===== config.mk =====
export PLATFORM = sky130hd
export DESIGN_NAME = vga_timing
export DESIGN_NICKNAME = d
export VERILOG_FILES = /design/src/rtl/vga_pkg.sv /design/src/rtl/vga_axis_counter.sv /design/src/rtl/vga_timing.sv
export SDC_FILE = /design/constraint.sdc
export NUM_CORES = 1
export LEC_CHECK = 0
export ABC_AREA = 1
export CORE_ASPECT_RATIO = 0.8
export CORE_MARGIN = 2
export CORE_UTILIZATION = 30
export CTS_BUF_LIST = sky130_fd_sc_hd__clkbuf_16
export DETAILED_ROUTE_END_ITERATION = 10
export MAX_ROUTING_LAYER = met4
export SLEW_MARGIN = 20
export SYNTH_ARGS = -nofsm -noshare
export SYNTH_HDL_FRONTEND = slang
export SYNTH_SLANG_ARGS = --single-unit

===== constraint.sdc =====
create_clock -name clk -period 1.9 [get_ports clk]
set_input_delay 0.38 -clock clk [delete_from_list [all_inputs] [get_ports clk]]
set_output_delay 0.38 -clock clk [all_outputs]
set_load 0.05 [all_outputs]

===== src/rtl/vga_pkg.sv =====
// Shared VGA raster constants (default XGA 1024x768@60) used by the timing
// generator and the background/draw controllers.
package vga_pkg;

  localparam int CNT_W = 16;

  typedef logic [CNT_W-1:0] cnt_t;

  localparam int H_ACTIVE = 1024;
  localparam int H_FP     = 24;
  localparam int H_SYNC   = 136;
  localparam int H_BP     = 160;
  localparam int V_ACTIVE = 768;
  localparam int V_FP     = 3;
  localparam int V_SYNC   = 6;
  localparam int V_BP     = 29;

  localparam int H_TOTAL = H_ACTIVE + H_FP + H_SYNC + H_BP;
  localparam int V_TOTAL = V_ACTIVE + V_FP + V_SYNC + V_BP;

  localparam logic SYNC_ACTIVE = 1'b1;

  // Half-open window test [lo, hi) on a raster coordinate.
  function automatic logic in_range(cnt_t value, cnt_t lo, cnt_t hi);
    return (value >= lo) && (value < hi);
  endfunction

endpackage


===== src/rtl/vga_axis_counter.sv =====
// One raster axis: position counter plus blanking/sync strobes decoded from the
// next count so they stay aligned with it. wrap is combinational (tick on last).
module vga_axis_counter
  import vga_pkg::*;
#(
  parameter int   ACTIVE   = H_ACTIVE,
  parameter int   FP       = H_FP,
  parameter int   SYNC     = H_SYNC,
  parameter int   BP       = H_BP,
  parameter logic SYNC_POL = SYNC_ACTIVE
) (
  input  logic             clk,
  input  logic             rst,
  input  logic             tick,
  output logic [CNT_W-1:0] count,
  output logic             blnk,
  output logic             sync,
  output logic             wrap
);

  localparam cnt_t LAST    = cnt_t'(ACTIVE + FP + SYNC + BP - 1);
  localparam cnt_t BLANK   = cnt_t'(ACTIVE);
  localparam cnt_t SYNC_LO = cnt_t'(ACTIVE + FP);
  localparam cnt_t SYNC_HI = cnt_t'(ACTIVE + FP + SYNC);

  cnt_t count_next;
  logic blnk_next;
  logic sync_next;

  // >= rather than == so an out-of-range count can never run away.
  assign wrap = tick && (count >= LAST);

  always_comb begin
    count_next = count;
    if (tick) begin
      count_next = wrap ? '0 : count + cnt_t'(1);
    end
    blnk_next = (count_next >= BLANK);
    sync_next = in_range(count_next, SYNC_LO, SYNC_HI) ? SYNC_POL : ~SYNC_POL;
  end

  always_ff @(posedge clk) begin
    if (!rst) begin
      count <= '0;
      blnk  <= 1'b0;
      sync  <= ~SYNC_POL;
    end else if (tick) begin
      count <= count_next;
      blnk  <= blnk_next;
      sync  <= sync_next;
    end
  end

endmodule


===== src/rtl/vga_timing.sv =====
// VGA raster timing generator: registered counters, sync/blank strobes and a
// frame-start pulse. Define VGA_TIMING_FRAME_CNT_EN to add the frame_cnt output.
module vga_timing
  import vga_pkg::*;
#(
  parameter int   H_ACTIVE    = vga_pkg::H_ACTIVE,
  parameter int   H_FP        = vga_pkg::H_FP,
  parameter int   H_SYNC      = vga_pkg::H_SYNC,
  parameter int   H_BP        = vga_pkg::H_BP,
  parameter int   V_ACTIVE    = vga_pkg::V_ACTIVE,
  parameter int   V_FP        = vga_pkg::V_FP,
  parameter int   V_SYNC      = vga_pkg::V_SYNC,
  parameter int   V_BP        = vga_pkg::V_BP,
  parameter logic SYNC_ACTIVE = vga_pkg::SYNC_ACTIVE
) (
  input  logic             clk,
  input  logic             rst,
  input  logic             en,
  output logic [CNT_W-1:0] hcount_out,
  output logic [CNT_W-1:0] vcount_out,
  output logic             hsync_out,
  output logic             vsync_out,
  output logic             hblnk_out,
  output logic             vblnk_out,
  output logic             frame_start
`ifdef VGA_TIMING_FRAME_CNT_EN
  ,
  output logic [CNT_W-1:0] frame_cnt
`endif
);

  logic h_wrap;
  logic v_wrap;
  logic frame_wrap;

  vga_axis_counter #(
    .ACTIVE   (H_ACTIVE),
    .FP       (H_FP),
    .SYNC     (H_SYNC),
    .BP       (H_BP),
    .SYNC_POL (SYNC_ACTIVE)
  ) u_h (
    .clk   (clk),
    .rst   (rst),
    .tick  (en),
    .count (hcount_out),
    .blnk  (hblnk_out),
    .sync  (hsync_out),
    .wrap  (h_wrap)
  );

  // Vertical axis advances only on the cycle the horizontal axis wraps.
  vga_axis_counter #(
    .ACTIVE   (V_ACTIVE),
    .FP       (V_FP),
    .SYNC     (V_SYNC),
    .BP       (V_BP),
    .SYNC_POL (SYNC_ACTIVE)
  ) u_v (
    .clk   (clk),
    .rst   (rst),
    .tick  (h_wrap),
    .count (vcount_out),
    .blnk  (vblnk_out),
    .sync  (vsync_out),
    .wrap  (v_wrap)
  );

  // h_wrap already requires en, so a held raster never pulses.
  assign frame_wrap = h_wrap && v_wrap;

  always_ff @(posedge clk) begin
    if (!rst) begin
      frame_start <= 1'b0;
    end else begin
      frame_start <= frame_wrap;
    end
  end

`ifdef VGA_TIMING_FRAME_CNT_EN
  always_ff @(posedge clk) begin
    if (!rst) begin
      frame_cnt <= '0;
    end else if (frame_wrap) begin
      frame_cnt <= frame_cnt + cnt_t'(1);
    end
  end
`endif

endmodule


Yosys cells after proc, flatten, opt, wreduce, memory -nomap -nowiden:

Cells that the tools add are included.

* flip-flop bits (word level): 37
* latch bits: 0
* bits in writable memories: 0
* ROM bits: 0
* bits of input ports: 3
* output and inout bits: 37
* logic and storage cells: 28
* memories: 0

* $add $sub $neg: 2
* multipliers: 0
* div/mod/pow operators: 0
* $lt $le $gt $ge: 8
* equal/unequal tests: 0
* shift operators: 0
* muxes and demuxes: 6
* bitwise gates (word level): 0
* reductions and logical operators: 5

Operators with widths (count)
* 2-to-1 mux 16 bit: 4
* >= comparator 16 x 10 -> 1 bit, second input constant: 3
* >= comparator 16 x 11 -> 1 bit, second input constant: 3
* adder 16 x 1 -> 16 bit, second input constant: 2
* < comparator 16 x 10 -> 1 bit, second input constant: 1
* < comparator 16 x 11 -> 1 bit, second input constant: 1
* logical AND 1 bit: 5
* 2-to-1 mux 1 bit: 2

Depth between registers and ports, before layout:

* depth after elaboration: 8
* gate-level depth with buffers: 18
* depth with buffers taken out: 18

Hierarchy:

Synthesis repeated with hierarchy kept, for this count alone.

* cell total of the unflattened synthesis: 292
* area, all modules: 1961.9 µm²

Modules (own cells, without submodules)
* vga_axis_counter (u_v): instances 1, cells each 151, area each 1018.5 µm², seq. area each 360.3 µm²
* vga_axis_counter (u_h): instances 1, cells each 137, area each 909.6 µm², seq. area each 360.3 µm²
* vga_timing: instances 1, cells each 4, area each 33.8 µm², seq. area each 20.0 µm²

Worst setup path after synthesis:

OpenSTA, ideal clock, no wires.

* path type: register to register
* start: register u_h.count[0]
* end: register u_v.sync
* library setup time: 0.059 ns
* data arrival time: 2.082 ns
* required time: 1.841 ns
* path slack: -0.241 ns
* stages on the path, launching flop included: 15
* path buffers: 1
* period minus slack after synthesis: 2.141 ns
* cell sequence: dfxtp_1 > ha_1 > nand3_1 > o21ai_2 > nand2_2 > a21oi_4 > buf_6 > nand3_2 > nand2_1 > nand2_1 > nand2_1 > nand3_1 > nor2_1 > nand2_1 > nand2_1

* longest elaborated chain between the ends: 8
* elaborated cells on any way between the ends: 9
* those cells by class: order compare (3); mux (3); reduce/logical (3)

Ends and longest elaborated chain
* start: declaration: line vga_axis_counter.sv:15 `output logic [CNT_W-1:0] count,`
* start signal: assignment: line vga_axis_counter.sv:48 `count <= count_next;`
* >= comparator 16 x 11 -> 1 bit *: line vga_axis_counter.sv:31 `assign wrap = tick && (count >= LAST);`
* logical AND 1 bit *: line vga_axis_counter.sv:31
* logical AND 1 bit: line vga_axis_counter.sv:31
* 2-to-1 mux 16 bit: line vga_axis_counter.sv:36 `count_next = wrap ? '0 : count + cnt_t'(1);`
* 2-to-1 mux 16 bit: line vga_axis_counter.sv:35 `if (tick) begin`
* >= comparator 16 x 10 -> 1 bit or < comparator 16 x 10 -> 1 bit (tied branches): line vga_pkg.sv:25 `return (value >= lo) && (value < hi);`
* logical AND 1 bit: line vga_pkg.sv:25
* 2-to-1 mux 1 bit: line vga_axis_counter.sv:39 `sync_next = in_range(count_next, SYNC_LO, SYNC_HI) ? SYNC_POL : ~SYNC_POL;`
* end signal: assignment: line vga_axis_counter.sv:46 `sync <= ~SYNC_POL;`
* end signal: assignment: line vga_axis_counter.sv:50 `sync <= sync_next;`
* end: declaration: line vga_axis_counter.sv:17 `output logic sync,`

Mark *: on every way between the ends. The rest lies on a longest branch, timed or not.
A chain may end at the register's enable or synchronous reset.

Final worst setup path:

* start: register u_h.count[1]
* end: register u_v.blnk

* longest elaborated chain between the ends: 6

Ends and longest elaborated chain
* >= comparator 16 x 11 -> 1 bit *: line vga_axis_counter.sv:31
* logical AND 1 bit *: line vga_axis_counter.sv:31
* logical AND 1 bit: line vga_axis_counter.sv:31
* 2-to-1 mux 16 bit: line vga_axis_counter.sv:36
* 2-to-1 mux 16 bit: line vga_axis_counter.sv:35
* >= comparator 16 x 10 -> 1 bit: line vga_axis_counter.sv:38 `blnk_next = (count_next >= BLANK);`
* end signal: assignment: line vga_axis_counter.sv:49 `blnk <= blnk_next;`
* end: declaration: line vga_axis_counter.sv:16 `output logic blnk,`

Marks and branches as above.

==> summary.txt <==
Die
  • Die area: approximately 0.0077 mm^2
  • Initial Util: 30.9%
  • Core box area: slightly below 0.007 mm^2
  • Row cnt: 27
  • Die height: 79.1 um
  • Ports: 40
  • Die width: roughly 100 um

Final layout
  • Most frequent cells in the layout: nand2_1, buf_4, nor2_1
  • Non-Filler Instances: slightly below 500
  • Fin util: roughly 47%
  • Area grow syn2layout: 50.9%
  • Share of cells above drive strength 1: a little over a third
  • Post-layout nets: between 400 and 500
  • Commonest non-fill, non-tap cell in the layout: nand2_1
  • # diodes: 0

Drt
  • Via-to-Cell Ratio: around 4.7
  • Drt pass-1 iters: 4
  • DRC Markers: 0
  • Via Count: roughly 2.4k
  • Routed Antenna Nets: 0
  • WL per Instance: roughly 12 um
  • Drt total wl: a little over 6000 um
  • DR iter-0 viols: approximately 120

Clock tree
  • Total CTS buffers: 5
  • Clock Latency Late Sink: 0.28 ns
  • Root Buffer: clkbuf_16
  • Clk pin slew, worst setup/hold paths: about 0.060 ns
  • Clk sink count: 37
  • CTS H-tree depth: 2
  • Maximum clock path buffer count: 2
  • CTS tree: done

Setup path
  • Crit-path max FO: 7
  • Critical Setup Path Class: reg -> reg
  • Worst EP arrival: about 2.1 ns
  • RR Endpoint: u_v.blnk$_SDFFE_PN0N_
  • CP Data Required Time: roughly 2.1 ns
  • R2R Path Start: u_h.count[1]$_SDFFE_PN0P_
  • CP Launch Type: register
  • CP Capture Type: register
  • R2R Setup Slk: -0.03 ns
  • Worst reg2reg path depth: 12

Min path
  • Hold path depth: 2
  • HP Class: reg -> reg
  • Hold_sp: u_v.sync$_SDFFE_PN0N_
  • Hold Path End: u_v.sync$_SDFFE_PN0N_

Timing
  • Post-route setup slack: -0.0349 ns
  • Setup tns final: -0.0601 ns
  • Slew margin rel.: 66.7%
  • RSZ-0062 raised after global routing: yes
  • Minimum clock period: around 1.9 ns
  • Max-slew violations: 0
  • Period utilization: 102%
  • Final hold violation count: 0
  • Setup Skew: approximately 0.008 ns
  • Worst hold-check slack: 0.473 ns
  • Final setup fails: 2
  • Max Freq: 517 MHz
  • Worst Tran Pin Value: ~0.50 ns

Pwr
  • Int Power: around 1.4 mW
  • Sw Ratio: between 20% and 30%
  • PD cells: between 500 and 600 mW/mm^2
  • Switch Pwr: about 380 uW
  • Clk pwr share: 52.0%
  • Leak: 1.49 nW
  • VDD IR-drop max: around 0.32 mV
  • Flop pwr share: a little over two fifths
  • Comb pwr share: approximately 4.9%

Status
  • Status: finished, violations left
  • Failing checks: negative setup slack

Global routing
  • Initial antenna violation count: 0
  • Total GRT Usage: roughly 16%
  • Largest net degree at the start of global routing: 20
  • Vias in the first global route: just over 2k
  • First-pass GRT wire length: about 9600 um
  • Remaining global-route overflow: 0

Placed design
  • Dpl ws: -0.288 ns
  • Detailed Place HPWL: around 4500 um
  • Final GP Congestion: approximately 0.9
  • Cell count after placement: 480
  • Port Buffers: 39

Logic synthesis
  • Yosys Warn Count: 0
  • Seq cells post-synth: 37
  • Avg Inst Size Synth: 6.59 um^2
  • Main synth FF type: dfxtp_1
  • Ys async rst share: 0%
  • Post-Synthesis Cells: around 320
  • Top cells by area, synth: dfxtp_1, nand2_1, nor2_1, inv_1, nand3_1
  • Post-synthesis cell type count: 36
  • Dominant cell type by area after synthesis: dfxtp_1
  • Register area share after synthesis: a little over a third
  • Post-synth EDFFs: 0
  • Mapped Nets: between 300 and 400
  • Mapped cell area: 0.00212 mm^2
  • Share of the synthesized area in the top cell type: 35.0%

Flow run
  • Max-Cap Viols: 0
flip-flops by register name, indices dropped and copies added, names as in the netlist:
signal       cells
u_v.sync         1
u_h.blnk         1
u_v.blnk         1
frame_start      1
u_h.sync         1
u_v.count       16
u_h.count       16
kinds of logic (layout without fill, tap and decap cells):
logic type	after synthesis	after routing	synth area share (%)
and+or+nand+nor	206	207	44.1
adders and majority gates	4	4	2.37
AOI/OAI and AO/OA	21	21	6.80
buffers and inverters	48	136	9.64
DFF	37	37	35.0
xor gates and xnor gates	5	5	2.07
power by group through the flow:
stage	clock network (mW)	registers [mW]	logic (mW)
final	0.940	0.780	0.0877
after detailed placement	0	0.798	0.0885
after global placement	0	0.798	0.0880
after global routing	0.999	0.780	0.0955
after CTS	0.965	0.781	0.0858
after floorplan	0	0.813	0.0335
how the worst max path moves through the flow:
stage	from	end	slack [ns]	depth (start not counted)
3_3_place_gp	en	u_h.sync$_SDFFE_PN0P_	-0.25	12
3_5_place_dp	en	u_h.sync$_SDFFE_PN0P_	-0.29	12
2_1_floorplan	u_h.count[4]$_SDFFE_PN0P_	u_v.sync$_SDFFE_PN0N_	0.006	14
5_1_grt	u_h.count[1]$_SDFFE_PN0P_	u_h.sync$_SDFFE_PN0P_	-0.14	13
4_1_cts	u_h.count[0]$_SDFFE_PN0P_	u_v.sync$_SDFFE_PN0N_	-0.02	13
6_report	u_h.count[1]$_SDFFE_PN0P_	u_v.blnk$_SDFFE_PN0N_	-0.03	12
metrics by stage:
| step | power, mW | cell area [um^2] |
|---|---|---|
| CTS | 1.83 | 3010 |
| finish | 1.81 | 3190 |
| global route | 1.87 | 3190 |
| detailed placement | 0.887 | 2830 |
| floorplan | 0.846 | 2130 |
| global placement | 0.886 | 2830 |
area by class of cell:
cell class | count | area [um^2]
Tap cell | 87 | 109
Clock inverter | 3 | 41.3
Sequential cell | 37 | 763
Clock buffer | 5 | 125
Multi-Input combinational cell | 237 | 1300
Fill cell | 698 | 3660
Timing Repair Buffer | 88 | 699
Inverter | 40 | 153
synth_stat cells, types with 2 or more instances:
master and count:
buf_6 2, nand3_2 2, nand2_4 2, inv_2 2
nand2_1 92, dfxtp_1 37, xor2_1 5, nor2_2 8
clkbuf_1 2, o21ai_0 5, a21oi_1 7, nand4_1 14
inv_1 37, nor3_1 7, nor2_1 49, nand2_2 3
buf_2 2, nand3_1 24, ha_1 4
worst max-delay path: stages (launching register included):
cell and delay [ns]:
dfxtp_4 0.36, ha_4 0.13, nand3_2 0.08, o21ai_2 0.20, nand2_4 0.12, a21oi_4 0.24, buf_12 0.16, nand2_2 0.10
nand2_2 0.12, nor2_4 0.05, buf_4 0.12, nor2_1 0.09, nor2_1 0.05
metal layers:
metal  up-vias  global-route usage (%)  part of all wire, %  wire length (um)
met5         -                       -                    0                 0
met4         0                    5.00                  1.6                98
met3         8                    3.35                  3.7               232
met2        64                    22.3                   44              2700
met1      1084                    22.8                   51              3160
li1       1197                       -                    -                 -
repair_timing:
action / 4_1_cts / 5_1_grt
gates resized for setup: 5 / 31
pin swaps: 0 / 16
setup buffers: 0 / 8
hold endpoints to repair: 0 / 0
hold buffers: 0 / 0
gates cloned: 0 / 1
endpoints found under the setup margin: 4 / 20
Power figures use the tool's default switching activity.
